File: config.mk
export PLATFORM = sky130hd
export DESIGN_NAME = dino_game_ctrl
export DESIGN_NICKNAME = d
export VERILOG_FILES = /design/src/rtl/dino_pkg.sv /design/src/rtl/dino_game_ctrl_physics.sv /design/src/rtl/dino_game_ctrl.sv
export SDC_FILE = /design/constraint.sdc
export NUM_CORES = 1
export LEC_CHECK = 0
export ABC_AREA = 1
export BUFFER_PORTS_ARGS = -buffer_cell sky130_fd_sc_hd__buf_2
export CORE_ASPECT_RATIO = 0.5
export CORE_UTILIZATION = 45
export CTS_CLUSTER_DIAMETER = 200
export DETAILED_ROUTE_END_ITERATION = 8
export PLACE_DENSITY = 0.63
export SYNTH_ARGS = -nofsm -noshare
export SYNTH_HDL_FRONTEND = slang
export SYNTH_SLANG_ARGS = --single-unit
File: constraint.sdc
create_clock -name clk -period 4.2 [get_ports clk]
set_input_delay 0.63 -clock clk [delete_from_list [all_inputs] [get_ports clk]]
set_output_delay 0.63 -clock clk [all_outputs]
set_load 0.1 [all_outputs]
File: src/rtl/dino_pkg.sv
// Shared definitions for the dino runner: game state encodings, screen
// geometry and default physics constants used by the controller and renderers.
package dino_pkg;

  typedef enum logic [1:0] {
    ST_IDLE = 2'b00,
    ST_RUN  = 2'b01,
    ST_DEAD = 2'b10
  } state_e;

  localparam int H_ACTIVE = 640;
  localparam int V_ACTIVE = 480;
  localparam int GROUND_Y = 400;

  localparam int DEF_JUMP_V0    = 12;
  localparam int DEF_GRAVITY    = 1;
  localparam int DEF_SCROLL_MAX = H_ACTIVE;
  localparam int DEF_SPEED_INIT = 2;
  localparam int DEF_SPEED_MAX  = 8;
  localparam int DEF_SCORE_DIV  = 6;
  localparam int DEF_DEAD_HOLD  = 30;

  function automatic logic [15:0] u16_max(input logic [15:0] a, input logic [15:0] b);
    return (a > b) ? a : b;
  endfunction

  function automatic logic [15:0] u16_sat_inc(input logic [15:0] a);
    return (a == 16'hFFFF) ? a : a + 16'd1;
  endfunction

endpackage

File: src/rtl/dino_game_ctrl_physics.sv
// Vertical jump physics for the dino: height above ground and signed velocity,
// stepped once per frame; standalone so the jump renderer can reuse it.
module dino_physics
  import dino_pkg::*;
#(
  parameter int JUMP_V0 = DEF_JUMP_V0,
  parameter int GRAVITY = DEF_GRAVITY
) (
  input  logic              clk,
  input  logic              rst_n,
  input  logic              i_clear,
  input  logic              i_launch,
  input  logic              i_step,
  output logic [9:0]        o_dino_h,
  output logic signed [5:0] o_vel
);

  logic [9:0]         r_h;
  logic signed [5:0]  r_vel;
  logic signed [11:0] w_h_sum;
  logic signed [7:0]  w_vel_dec;
  logic signed [5:0]  w_vel_next;

  always_comb begin
    w_h_sum    = $signed({2'b00, r_h}) + $signed({{6{r_vel[5]}}, r_vel});
    w_vel_dec  = {{2{r_vel[5]}}, r_vel} - 8'(GRAVITY);
    // Falling speed is clamped so the 6-bit velocity can never wrap positive.
    w_vel_next = (w_vel_dec < -8'sd31) ? -6'sd31 : w_vel_dec[5:0];
  end

  always_ff @(posedge clk or negedge rst_n) begin
    if (!rst_n) begin
      r_h   <= '0;
      r_vel <= '0;
    end else if (i_clear) begin
      r_h   <= '0;
      r_vel <= '0;
    end else if (i_step) begin
      if (w_h_sum <= 12'sd0) begin
        r_h   <= '0;
        r_vel <= '0;
      end else begin
        r_h   <= w_h_sum[9:0];
        r_vel <= w_vel_next;
      end
    end else if (i_launch) begin
      r_vel <= 6'(JUMP_V0);
    end
  end

  assign o_dino_h = r_h;
  assign o_vel    = r_vel;

endmodule

File: src/rtl/dino_game_ctrl.sv
// Dino runner game sequencer: IDLE/RUN/DEAD state machine, frame-tick driven
// scroll, speed ramp and scoring, with the jump physics in dino_physics.
module dino_game_ctrl
  import dino_pkg::*;
#(
  parameter int JUMP_V0    = DEF_JUMP_V0,
  parameter int GRAVITY    = DEF_GRAVITY,
  parameter int SCROLL_MAX = DEF_SCROLL_MAX,
  parameter int SPEED_INIT = DEF_SPEED_INIT,
  parameter int SPEED_MAX  = DEF_SPEED_MAX,
  parameter int SCORE_DIV  = DEF_SCORE_DIV,
  parameter int DEAD_HOLD  = DEF_DEAD_HOLD
) (
  input  logic        clk,
  input  logic        rst_n,
  input  logic        vsync,
  input  logic        jump,
  input  logic        restart,
  input  logic        collision,
  output logic [1:0]  state,
  output logic [9:0]  dino_h,
  output logic [9:0]  scroll_x,
  output logic [3:0]  speed,
  output logic [15:0] score,
  output logic [15:0] hi_score,
  output logic        game_over
);

  localparam int DIV_W  = (SCORE_DIV > 1) ? $clog2(SCORE_DIV) : 1;
  localparam int HOLD_W = $clog2(DEAD_HOLD + 1);

  logic              r_vs_s1, r_vs_s2, r_vs_s3;
  logic              r_tick;
  logic              r_jump_d, r_restart_d;
  logic              r_coll_lat;
  state_e            r_state;
  logic [9:0]        r_scroll;
  logic [3:0]        r_speed;
  logic [15:0]       r_score;
  logic [15:0]       r_hi;
  logic [DIV_W-1:0]  r_div;
  logic [HOLD_W-1:0] r_hold;
  logic              r_game_over;

  logic              w_jump_p, w_restart_p;
  logic              w_on_ground, w_dead_exit;
  logic              w_phys_clear, w_phys_launch, w_phys_step;
  logic [10:0]       w_scroll_sum;
  logic [9:0]        w_scroll_next;
  logic              w_div_wrap;
  logic [15:0]       w_score_next;
  logic [3:0]        w_speed_next;
  logic [9:0]        w_dino_h;
  logic signed [5:0] w_vel;

  // vsync is asynchronous to clk: two flops for metastability, a third for the edge.
  always_ff @(posedge clk or negedge rst_n) begin
    if (!rst_n) begin
      r_vs_s1     <= 1'b0;
      r_vs_s2     <= 1'b0;
      r_vs_s3     <= 1'b0;
      r_tick      <= 1'b0;
      r_jump_d    <= 1'b0;
      r_restart_d <= 1'b0;
      r_coll_lat  <= 1'b0;
    end else begin
      r_vs_s1     <= vsync;
      r_vs_s2     <= r_vs_s1;
      r_vs_s3     <= r_vs_s2;
      r_tick      <= r_vs_s2 & ~r_vs_s3;
      r_jump_d    <= jump;
      r_restart_d <= restart;
      if (r_tick)
        r_coll_lat <= collision;
      else if (collision)
        r_coll_lat <= 1'b1;
    end
  end

  always_comb begin
    w_jump_p      = jump & ~r_jump_d;
    w_restart_p   = restart & ~r_restart_d;
    w_on_ground   = (w_dino_h == 10'd0) && (w_vel == 6'sd0);
    w_dead_exit   = (r_state == ST_DEAD) && !r_tick && w_jump_p &&
                    (r_hold == HOLD_W'(DEAD_HOLD));
    w_phys_clear  = w_restart_p || w_dead_exit;
    w_phys_step   = !w_restart_p && (r_state == ST_RUN) && r_tick && !r_coll_lat;
    w_phys_launch = !w_restart_p && (r_state == ST_RUN) && !r_tick && w_jump_p && w_on_ground;

    w_scroll_sum  = {1'b0, r_scroll} + 11'(r_speed);
    w_scroll_next = (w_scroll_sum >= 11'(SCROLL_MAX)) ?
                    10'(w_scroll_sum - 11'(SCROLL_MAX)) : w_scroll_sum[9:0];

    w_div_wrap    = (r_div == DIV_W'(SCORE_DIV - 1));
    w_score_next  = w_div_wrap ? u16_sat_inc(r_score) : r_score;
    w_speed_next  = r_speed;
    // Speed steps up each time the low score byte rolls over.
    if ((w_score_next != r_score) && (w_score_next[7:0] == 8'd0) &&
        (r_speed < 4'(SPEED_MAX)))
      w_speed_next = r_speed + 4'd1;
  end

  always_ff @(posedge clk or negedge rst_n) begin
    if (!rst_n) begin
      r_state     <= ST_IDLE;
      r_scroll    <= '0;
      r_speed     <= '0;
      r_score     <= '0;
      r_hi        <= '0;
      r_div       <= '0;
      r_hold      <= '0;
      r_game_over <= 1'b0;
    end else if (w_restart_p) begin
      r_state     <= ST_IDLE;
      r_scroll    <= '0;
      r_speed     <= '0;
      r_score     <= '0;
      r_div       <= '0;
      r_hold      <= '0;
      r_game_over <= 1'b0;
    end else begin
      case (r_state)
        ST_IDLE: begin
          if (w_jump_p) begin
            r_state <= ST_RUN;
            r_speed <= 4'(SPEED_INIT);
            r_score <= '0;
            r_div   <= '0;
            r_hold  <= '0;
          end
        end
        ST_RUN: begin
          if (r_tick) begin
            if (r_coll_lat) begin
              r_state     <= ST_DEAD;
              r_game_over <= 1'b1;
              r_hold      <= '0;
              r_hi        <= u16_max(r_hi, r_score);
            end else begin
              r_scroll <= w_scroll_next;
              r_div    <= w_div_wrap ? '0 : r_div + DIV_W'(1);
              r_score  <= w_score_next;
              r_speed  <= w_speed_next;
            end
          end
        end
        ST_DEAD: begin
          if (r_tick) begin
            if (r_hold != HOLD_W'(DEAD_HOLD))
              r_hold <= r_hold + HOLD_W'(1);
          end else if (w_dead_exit) begin
            r_state     <= ST_IDLE;
            r_scroll    <= '0;
            r_speed     <= '0;
            r_score     <= '0;
            r_div       <= '0;
            r_hold      <= '0;
            r_game_over <= 1'b0;
          end
        end
        default: r_state <= ST_IDLE;
      endcase
    end
  end

  dino_physics #(
    .JUMP_V0 (JUMP_V0),
    .GRAVITY (GRAVITY)
  ) u_physics (
    .clk      (clk),
    .rst_n    (rst_n),
    .i_clear  (w_phys_clear),
    .i_launch (w_phys_launch),
    .i_step   (w_phys_step),
    .o_dino_h (w_dino_h),
    .o_vel    (w_vel)
  );

  assign state     = r_state;
  assign dino_h    = w_dino_h;
  assign scroll_x  = r_scroll;
  assign speed     = r_speed;
  assign score     = r_score;
  assign hi_score  = r_hi;
  assign game_over = r_game_over;

endmodule

**Word-level counts from Yosys, hierarchy flattened**

Index checks and enable logic that the tools add are counted.

- Register bits after elaboration: 80
- Output and inout port bits: 59
- Input bits: 6
- Logic and storage cells: 149

- Equality and inequality tests: 16
- Mux-type cells: 63
- Bitwise operators: 8
- Add/subtract/negate cells: 8
- Reduce and logical (&&, ||, !) cells: 32
- Magnitude comparators: 5

Operator list:

| kind | count |
|---|---|
| two-way mux 16 bit | 8 |
| two-way mux 10 bit | 9 |
| case mux 16 bit (3 select lines) | 1 |
| two-way mux 5 bit | 7 |
| two-way mux 6 bit | 5 |
| two-way mux 4 bit | 7 |
| two-way mux 3 bit | 7 |
| case mux 10 bit (2 select lines) | 1 |
| AND reduction 5 bit | 4 |
| != test 3 bit (second input constant) | 6 |
| adder 16 x 1 -> 16 bit (second input constant) | 1 |
| equality test 16 bit (second input constant) | 1 |
| > comparator 16 bit | 1 |
| != test 16 bit | 1 |
| case mux 5 bit (3 select lines) | 1 |
| adder 11 x 6 -> 12 bit | 1 |
| <= comparator 12 x 1 -> 1 bit (second input constant) | 1 |
| logical AND 1 bit | 12 |
| two-way mux 2 bit | 6 |
| case mux 4 bit (3 select lines) | 1 |
| AND reduction 6 bit | 2 |
| adder 10 x 4 -> 11 bit | 1 |
| >= comparator 11 x 10 -> 1 bit (second input constant) | 1 |
| logical NOT 10 bit | 1 |
| other kinds (30) | 46 |

**Logic depth before layout (Yosys ltp)**

Gate-level depths: netlist of run 1.

- Word-level depth: 11
- Mapped depth: 17
- Mapped depth without buffers: 16

**Hierarchy**

A second synthesis of run 1 with hierarchy kept.

- Cells, all modules: 795
- Area total of the unflattened synthesis: 5734.2 µm²

By module, submodules not included:

| module | times used | cells an instance | seq. area each (µm²) | area each (µm²) |
|---|---|---|---|---|
| dino_game_ctrl | 1 | 544 | 1601.5 | 4150.2 |
| dino_physics | 1 | 251 | 400.4 | 1584.0 |

**Worst setup path after synthesis of run 1**

OpenSTA, ideal clock, no wires.

- Kind: register -> register
- Start: register r_speed[0], in the netlist speed[0]
- End: register r_scroll[8], in the netlist scroll_x[8]
- Cell stages (with the launch flop): 14
- Period minus slack after synthesis: 2860 ps
- Slack: 1340 ps
- Path buffers: 0
- Library setup time: 120 ps
- Data required time: 4080 ps
- Arrival time: 2740 ps
- Path through: dfrtp_1 ha_1 fa_1 nand3_1 nand3_1 nand2_1 xor2_1 ha_1 nand3b_1 nand2_1 inv_1 nand3_1 nand3_1 nand2_1

- Longest elaborated chain between the ends: 7
- Elaborated cells on any way between the ends: 8
- Classes of those cells: 2 x add/sub; 1 x order compare; 5 x mux

RTL lines:

| what | line | source |
|---|---|---|
| start, declared | dino_game_ctrl.sv:38 | `logic [3:0] r_speed;` |
| start signal, assigned | dino_game_ctrl.sv:126 | `r_speed <= 4'(SPEED_INIT);` |
| start signal, assigned | dino_game_ctrl.sv:143 | `r_speed <= w_speed_next;` |
| adder 10 x 4 -> 11 bit * | dino_game_ctrl.sv:90 | `w_scroll_sum = {1'b0, r_scroll} + 11'(r_speed);` |
| subtractor 10 bit / >= comparator 11 x 10 -> 1 bit (equally long branches) | dino_game_ctrl.sv:92, dino_game_ctrl.sv:91 |  |
| two-way mux 10 bit * | dino_game_ctrl.sv:91 | `w_scroll_next = (w_scroll_sum >= 11'(SCROLL_MAX)) ?` |
| two-way mux 10 bit * | dino_game_ctrl.sv:134 | `if (r_coll_lat) begin` |
| two-way mux 10 bit * | dino_game_ctrl.sv:133 | `if (r_tick) begin` |
| case mux 10 bit (2 select lines) * | dino_game_ctrl.sv:122 | `case (r_state)` |
| two-way mux 10 bit * | dino_game_ctrl.sv:113 | `end else if (w_restart_p) begin` |
| end signal, assigned | dino_game_ctrl.sv:140 | `r_scroll <= w_scroll_next;` |
| end, declared | dino_game_ctrl.sv:37 | `logic [9:0] r_scroll;` |

Every way passes the cells marked *; elsewhere a longest branch is shown, timed or not. The select of a mux whose other input is x is not followed.
A chain may end at the register's enable or synchronous reset.

**Final worst setup path of run 1**

- Start: register u_physics.r_vel[5], in the netlist u_physics.o_vel[5]
- End: register u_physics.r_h[4], in the netlist u_physics.o_dino_h[4]

- Longest elaborated chain between the ends: 5

RTL lines:

| what | line | source |
|---|---|---|
| start, declared | dino_game_ctrl_physics.sv:19 | `logic signed [5:0] r_vel;` |
| start signal, assigned | dino_game_ctrl_physics.sv:44 | `r_vel <= w_vel_next;` |
| start signal, assigned | dino_game_ctrl_physics.sv:47 | `r_vel <= 6'(JUMP_V0);` |
| adder 11 x 6 -> 12 bit | dino_game_ctrl_physics.sv:25 | `w_h_sum = $signed({2'b00, r_h}) + $signed({{6{r_vel[5]}}, r_vel});` |
| <= comparator 12 x 1 -> 1 bit | dino_game_ctrl_physics.sv:39 | `if (w_h_sum <= 12'sd0) begin` |
| two-way mux 10 bit | dino_game_ctrl_physics.sv:39 |  |
| two-way mux 10 bit | dino_game_ctrl_physics.sv:38 | `end else if (i_step) begin` |
| two-way mux 10 bit | dino_game_ctrl_physics.sv:35 | `end else if (i_clear) begin` |
| end signal, assigned | dino_game_ctrl_physics.sv:43 | `r_h <= w_h_sum[9:0];` |
| end, declared | dino_game_ctrl_physics.sv:18 | `logic [9:0] r_h;` |

Every way passes these cells. The select of a mux whose other input is x is not followed.

==> results of run 1 <==
[cells in the mapped netlist, drive strengths merged]
| library cell | number |
|---|---|
| a21boi | 1 |
| a21o | 1 |
| a21oi | 28 |
| a22o | 1 |
| and2 | 2 |
| buf | 6 |
| clkbuf | 4 |
| dfrtp | 80 |
| fa | 2 |
| ha | 42 |
| inv | 109 |
| nand2 | 242 |
| nand3 | 71 |
| nand3b | 3 |
| nand4 | 18 |
| nor2 | 48 |
| nor3 | 16 |
| nor3b | 1 |
| nor4 | 5 |
| o2111ai | 1 |
| o211ai | 2 |
| o21ai | 41 |
| o21bai | 3 |
| o22ai | 12 |
| o31ai | 1 |
| o32ai | 2 |
| or2 | 1 |
| xnor2 | 3 |
| xor2 | 15 |
[worst max-delay path: stages (launching register included)]
cell     delay, ps
dfrtp_1        560
ha_1           480
nand2_1        110
nor2_1         200
nand3_1        170
nand3_1        120
nand2_1         50
nand2_1         90
nor2_1          70
nand3_2         90
nand2_1         70
nor2_2         450
nand2_1        130
nand2_1         80
[worst max-delay path by stage]
stage,slack (ps),cells past startpoint,end
after floorplan,1340,13,scroll_x[8]
after global placement,1480,12,score[13]
after detailed placement,1460,12,score[13]
after CTS,1520,13,u_physics.o_dino_h[5]
after global routing,1130,12,score[13]
final,1470,13,u_physics.o_dino_h[4]
[stage by stage]
stage	setup WS [ps]	std cells	hold WS [ps]	area, um^2	total power (uW)
final	1470	998	327	6380	3860
after global placement	1480	983	334	6060	3000
after floorplan	1340	761	331	5570	2630
after detailed placement	1460	983	340	6060	3020
after CTS	1520	998	354	6380	3890
after global routing	1130	998	354	6380	4130
[report_power, final]
part           switching, uW  internal [uW]  total [uW]  leakage, uW
clock                    323            534         856     0.000155
combinational           1500            476        1980      0.00225
sequential               130            898        1030      0.00108
[sequential cells by signal, summed over array words and instances, names as in the netlist]
| signal | cells |
|---|---|
| game_over | 1 |
| state | 2 |
| r_tick | 1 |
| u_physics.o_dino_h | 10 |
| r_jump_d | 1 |
| u_physics.o_vel | 6 |
| r_vs_s3 | 1 |
| r_hold | 5 |
| score | 16 |
| r_vs_s2 | 1 |
| r_div | 3 |
| r_restart_d | 1 |
| hi_score | 16 |
| r_vs_s1 | 1 |
| r_coll_lat | 1 |
| scroll_x | 10 |
| speed | 4 |
[cell type report]
class                      instances  area (um^2)  share of cell area
timing repair buffer              67          345              0.0541
tap                              165          206              0.0323
clock buffer                      10          239              0.0374
sequential                        80         2000               0.314
multi-input combinational        562         3100               0.485
inverter                         109          412              0.0645
clock inverter                     5         81.3              0.0127
[kinds of logic after synthesis]
family | after synthesis
AO/OA/AOI/OAI | 93
adder cells (fa/ha/maj) | 44
AND/OR/NAND/NOR | 407
buffers and inverters | 119
XOR/XNOR | 18
flip-flops | 80
[routing by layer]
| layer | part of all wire | GRT usage | wire length, um | vias up |
|---|---|---|---|---|
| li1 | - | - | - | 2624 |
| met1 | 0.49 | 0.305 | 6730 | 2403 |
| met2 | 0.45 | 0.366 | 6220 | 105 |
| met3 | 0.046 | 0.0465 | 629 | 14 |
| met4 | 0.0093 | 0.0510 | 127 | 0 |
| met5 | 0 | 0 | 0 | - |
==> out/results.txt, run 1 <==
Synth Area in Compound Gates - 0.0934
Drt wl/cell - 13.7 um
Post-DP HPWL - 10,400 um
Overflow after GRT - 0
Adder-cell area share of the yosys netlist - 0.102
Fill count - 1,192
Syn nets - 811
Final #Nets - 879
CTS sink count - 80
R2R Setup Slk - 1470 ps
Die H - 80.7 um
CP Class - reg -> reg
Fin crit period - 2730 ps
Die area - 0.0129 mm^2
Period utilization - 0.649
Via density - 5.16
Largest net degree at the start of global routing - 52
Share of layout cells above drive strength 1 - 0.136
Vias in the first global route - 4,637
Most common cell after layout, fill and taps aside - nand2_1
Number of synthesis warnings - 0
Crit start category - flop
GR Util All Layers - 0.224
Antenna fix cells - 0
Most frequent cells in the layout - nand2_1 (238), inv_1 (104), dfrtp_1 (80), nand3_1 (63), buf_2 (63)
Worst vdd ir - 0.000549 V
Worst r2r dst - u_physics.o_dino_h[4]
Required time worst endpoint - 4480 ps
Syn Area/Cell - 7.32 um^2
Post-Route Setup TNS - 0 ps
Rows - 28
Post-synthesis mux area share - 0
Post-synthesis register bit count - 80
CTS buffer count - 9
Detailed Route Iter0 Violations - 258
Slew @ Worst Pin - 855 ps
Setup Skew - 5.84 ps
Max H-tree Level - 3
Ports - 65
Post-route DRC - 0
Worst-case reg-to-reg path depth - 13
First-pass GRT wire length - 22,700 um
Clk Latency, worst-skew pair - 340 ps
Clk slew on worst S/H paths - 60 ps
Final ANT Viol Nets - 0
Post-synth top area cell - dfrtp_1
Total number of vias - 5,146
CTS Root Cell - clkbuf_16
Fin util - 0.534
Port Buffers - 64
CTS Hold Buffers Added - 0
Initial core utilization - 0.466
Area contributors post-synth - dfrtp_1 (36%), nand2_1 (16%), ha_1 (9.4%), inv_1 (7.0%), nand3_1 (5.7%)
Crit. Startpoint - u_physics.o_vel[5]
PostCTS Resize Cnt - 0
PD cells - 605 mW/mm^2
Cell variety after synth - 45
Critical path capture point type - flop
Status - completed
Drt total wl - 13,700 um
Synth Area in XOR/XNOR - 0.0283
Cell count after synthesis - 761
Final Slew Violations - 0
FF-to-FF Start - u_physics.o_vel[5]
Worst Path Arrival - 3010 ps
Total iterations of the first detailed-routing run - 5
CTS tree - built
Synth-to-Final Area Change - 14.6%
Leak Pwr - 0.00348 uW
Final setup fails - 0
Width of the chip - 159 um
F_max - 367 MHz
Core Region - 0.0119 mm^2
Worst slew margin - 0.429
HP Class - in -> async
Max Root-Sink Buffers - 2
Max-cap violation count - 0
CP Max Fanout - 13
Post-CTS Setup Bufs - 0
Gpl congestion - 0.912
Largest family of logic cells by synthesized area - simple AND/OR/NAND/NOR gates
Mapped cell area - 0.00557 mm^2
Initial antenna violation count - 0
Post-Synth Simple-Gate Area - 0.333
Final hold violation count - 0
RSZ-0062 raised after global routing - false
Register area share after synthesis - 0.359
Area share of the largest cell type after synthesis - 0.359
No activity file was read; power rests on OpenSTA's default activity.
==> run 2: changes to the inputs <==
--- a/config.mk
+++ b/config.mk
@@ -5,7 +5,7 @@
 export SDC_FILE = /design/constraint.sdc
 export NUM_CORES = 1
 export LEC_CHECK = 0
-export ABC_AREA = 1
+export ABC_AREA = 0
 export BUFFER_PORTS_ARGS = -buffer_cell sky130_fd_sc_hd__buf_2
 export CORE_ASPECT_RATIO = 0.5
 export CORE_UTILIZATION = 45
==> constraint.sdc (replaced) <==
create_clock -name clk -period 2.6 [get_ports clk]
set_input_delay 0.39 -clock clk [delete_from_list [all_inputs] [get_ports clk]]
set_output_delay 0.39 -clock clk [all_outputs]
set_load 0.1 [all_outputs]
==> run 2 against run 1 <==
The run now ends with setup timing left. Largest cell class unchanged. Non-clock buffer count rose by 99. Clock power rose by 69%. Critical path type unchanged. First-iteration DRC count rose by 17%. Fmax fell by 4.7%. Largest power group unchanged. Combinational power fell by 11%.
==> out/results.txt, run 2 <==
Status - finished with violations
Violated checks - setup timing
CP Class - reg -> reg
Synth-to-Final Area Change - 43.1%
RSZ-0062 raised after global routing - true
Drt wl/cell - 16.1 um
R2R Setup Slk - -260 ps
CTS buffer count - 9
Post-synth top area cell - dfrtp_1
Die area - 0.0122 mm^2
Mapped cell area - 0.00529 mm^2
Most frequent cells in the layout - buf_4 (93), buf_2 (63), nand2_1 (61), o21ai_0 (46), nor2_1 (39)
Post-synthesis register bit count - 80
Width of the chip - 155 um
CTS sink count - 80
First-pass GRT wire length - 23,900 um
Most common cell after layout, fill and taps aside - buf_4
CP Max Fanout - 4
Post-route insts no fill - 913
PD cells - 618 mW/mm^2
Area contributors post-synth - dfrtp_1 (38%), ha_1 (9.9%), o21ai_0 (4.9%), nand2_1 (4.4%), mux2_2 (3.6%)
Initial core utilization - 0.471
Core Region - 0.0112 mm^2
Final hold violation count - 0
Worst Setup Slack, final - -262 ps
Period utilization - 1.10
Cell variety after synth - 65
Syn Area/Cell - 8.94 um^2
Via density - 5.56
GR Util All Layers - 0.250
Detailed Route Iter0 Violations - 302
Final setup fails - 18
Worst Path Arrival - 3090 ps
Top_reg_cell synth - dfrtp_1
Post-route DRC - 0
Antenna fix cells - 0
Worst vdd ir - 0.000364 V
Drt total wl - 14,700 um
Vias in the first global route - 4,964
Initial antenna violation count - 0
Critical path capture point type - flop
Overflow after GRT - 0
Crit start category - flop
Total iterations of the first detailed-routing run - 5
Final Instance Area - 0.00757 mm^2
Worst slack at placement - -256 ps
Asr flop ratio synth - 1.00
Fin crit period - 2860 ps
Slew @ Worst Pin - 503 ps
Number of synthesis warnings - 0
Placed Instances - 878
Top cells by count, synth - dfrtp_1 (80), nand2_1 (62), o21ai_0 (52), ha_1 (42), nor2_1 (39)
CTS tree - built
Area share of the largest cell type after synthesis - 0.379
Post-synth EDFFs - 0
Register area share after synthesis - 0.379
Required time worst endpoint - 2820 ps
Final Power - 4680 uW
F_max - 349 MHz
Port Buffers - 64
Max Root-Sink Buffers - 2
Share of layout cells above drive strength 1 - 0.431
Cell count after synthesis - 591
Ports - 65
Final #Nets - 799
Leak Pwr - 0.00351 uW
Final Slew Violations - 0
Clk Latency, worst-skew pair - 340 ps
Worst hold slack - 173 ps
Largest net degree at the start of global routing - 34
Final ANT Viol Nets - 0
Gpl congestion - 0.896
Die H - 78.6 um
Most common cell in the netlist - dfrtp_1
HP Class - in -> reg
Max H-tree Level - 3
CTS Root Cell - clkbuf_16
Area after DPL - 0.00677 mm^2
Worst slew margin - 0.664
Total number of vias - 5,076
Max-cap violation count - 0
Syn nets - 641
Setup Skew - 8.33 ps
Post-DP HPWL - 10,500 um
Clk slew on worst S/H paths - 60 ps
Rows - 27
[run 2: changes by cell type after synthesis, moves of 9 or more]
cell	delta
nand3_1	-44
o22ai_1	-12
clkbuf_1	+11
nand2b_1	+13
a21o_1	+12
o21ai_0	+12
xor2_1	-11
o21ai_1	+11
a31oi_1	+11
nor2b_1	+9
mux2_2	+17
inv_1	-73
nand2_1	-176
[run 2: worst max-delay path, stage by stage, from the launching register on]
cell	delay (ps)
dfrtp_4	490
ha_4	170
fa_2	340
a21o_1	170
a21o_1	170
nand4_1	120
xor2_1	270
ha_2	250
nor2_1	40
a32o_1	230
a22oi_2	220
a21oi_1	60
a211o_1	220
[run 2: repair_timing]
action / CTS / global route
pin swaps: 20 / 17
setup buffers: 7 / 9
setup endpoints to repair: 18 / 39
gates cloned: 1 / 1
gates resized for setup: 35 / 25
hold endpoints to repair: 26 / 0
hold buffers: 1 / 0
[run 2: routing by layer]
metal,routed length [um],GRT usage,share of wire
met5,0,0,0
met4,175,0.0755,0.012
met3,580,0.0453,0.040
met2,6940,0.423,0.47
met1,6970,0.327,0.48
[run 2: kinds of logic after synthesis]
family / count (synthesis) / synth area share
buf+inv: 51 / 0.0393
flops: 80 / 0.379
fa+ha+maj: 44 / 0.107
compound gates: 167 / 0.198
xor+xnor: 15 / 0.0249
mux: 22 / 0.0457
simple gates: 212 / 0.207
[run 2: path summary, 6_finish.rpt]
path | end | startpoint | cells past startpoint
max | scroll_x[7] | speed[0] | 12
min | r_vs_s1 | vsync | 1
max reg2reg | scroll_x[7] | speed[0] | 12
min reg2reg | r_vs_s2 | r_vs_s1 | 0
max in group asynchronous | u_physics.o_dino_h[1] | rst_n | 3
min in group asynchronous | u_physics.o_dino_h[2] | rst_n | 2
[run 2: cell type report]
| class | count | area, um^2 |
|---|---|---|
| clock buffers | 10 | 229 |
| clock inverters | 6 | 109 |
| fillers | 927 | 3650 |
| inverters | 31 | 124 |
| multi-input cells | 461 | 3610 |
| flip-flops and latches | 80 | 2130 |
| well taps | 159 | 199 |
| repair buffers | 166 | 1160 |
[run 2: per-stage QoR]
step            util  TNS (ps)
6_report       0.675     -2880
5_1_grt        0.675     -6290
4_1_cts        0.657     -2220
3_5_place_dp   0.603     -3350
3_3_place_gp   0.603     -2600
2_1_floorplan      -     -4120
[run 2: power by group]
part           internal (uW)  total (uW)  switching, uW
Clock                    937        1450            515
Combinational            625        1770           1140
Sequential              1350        1460            107
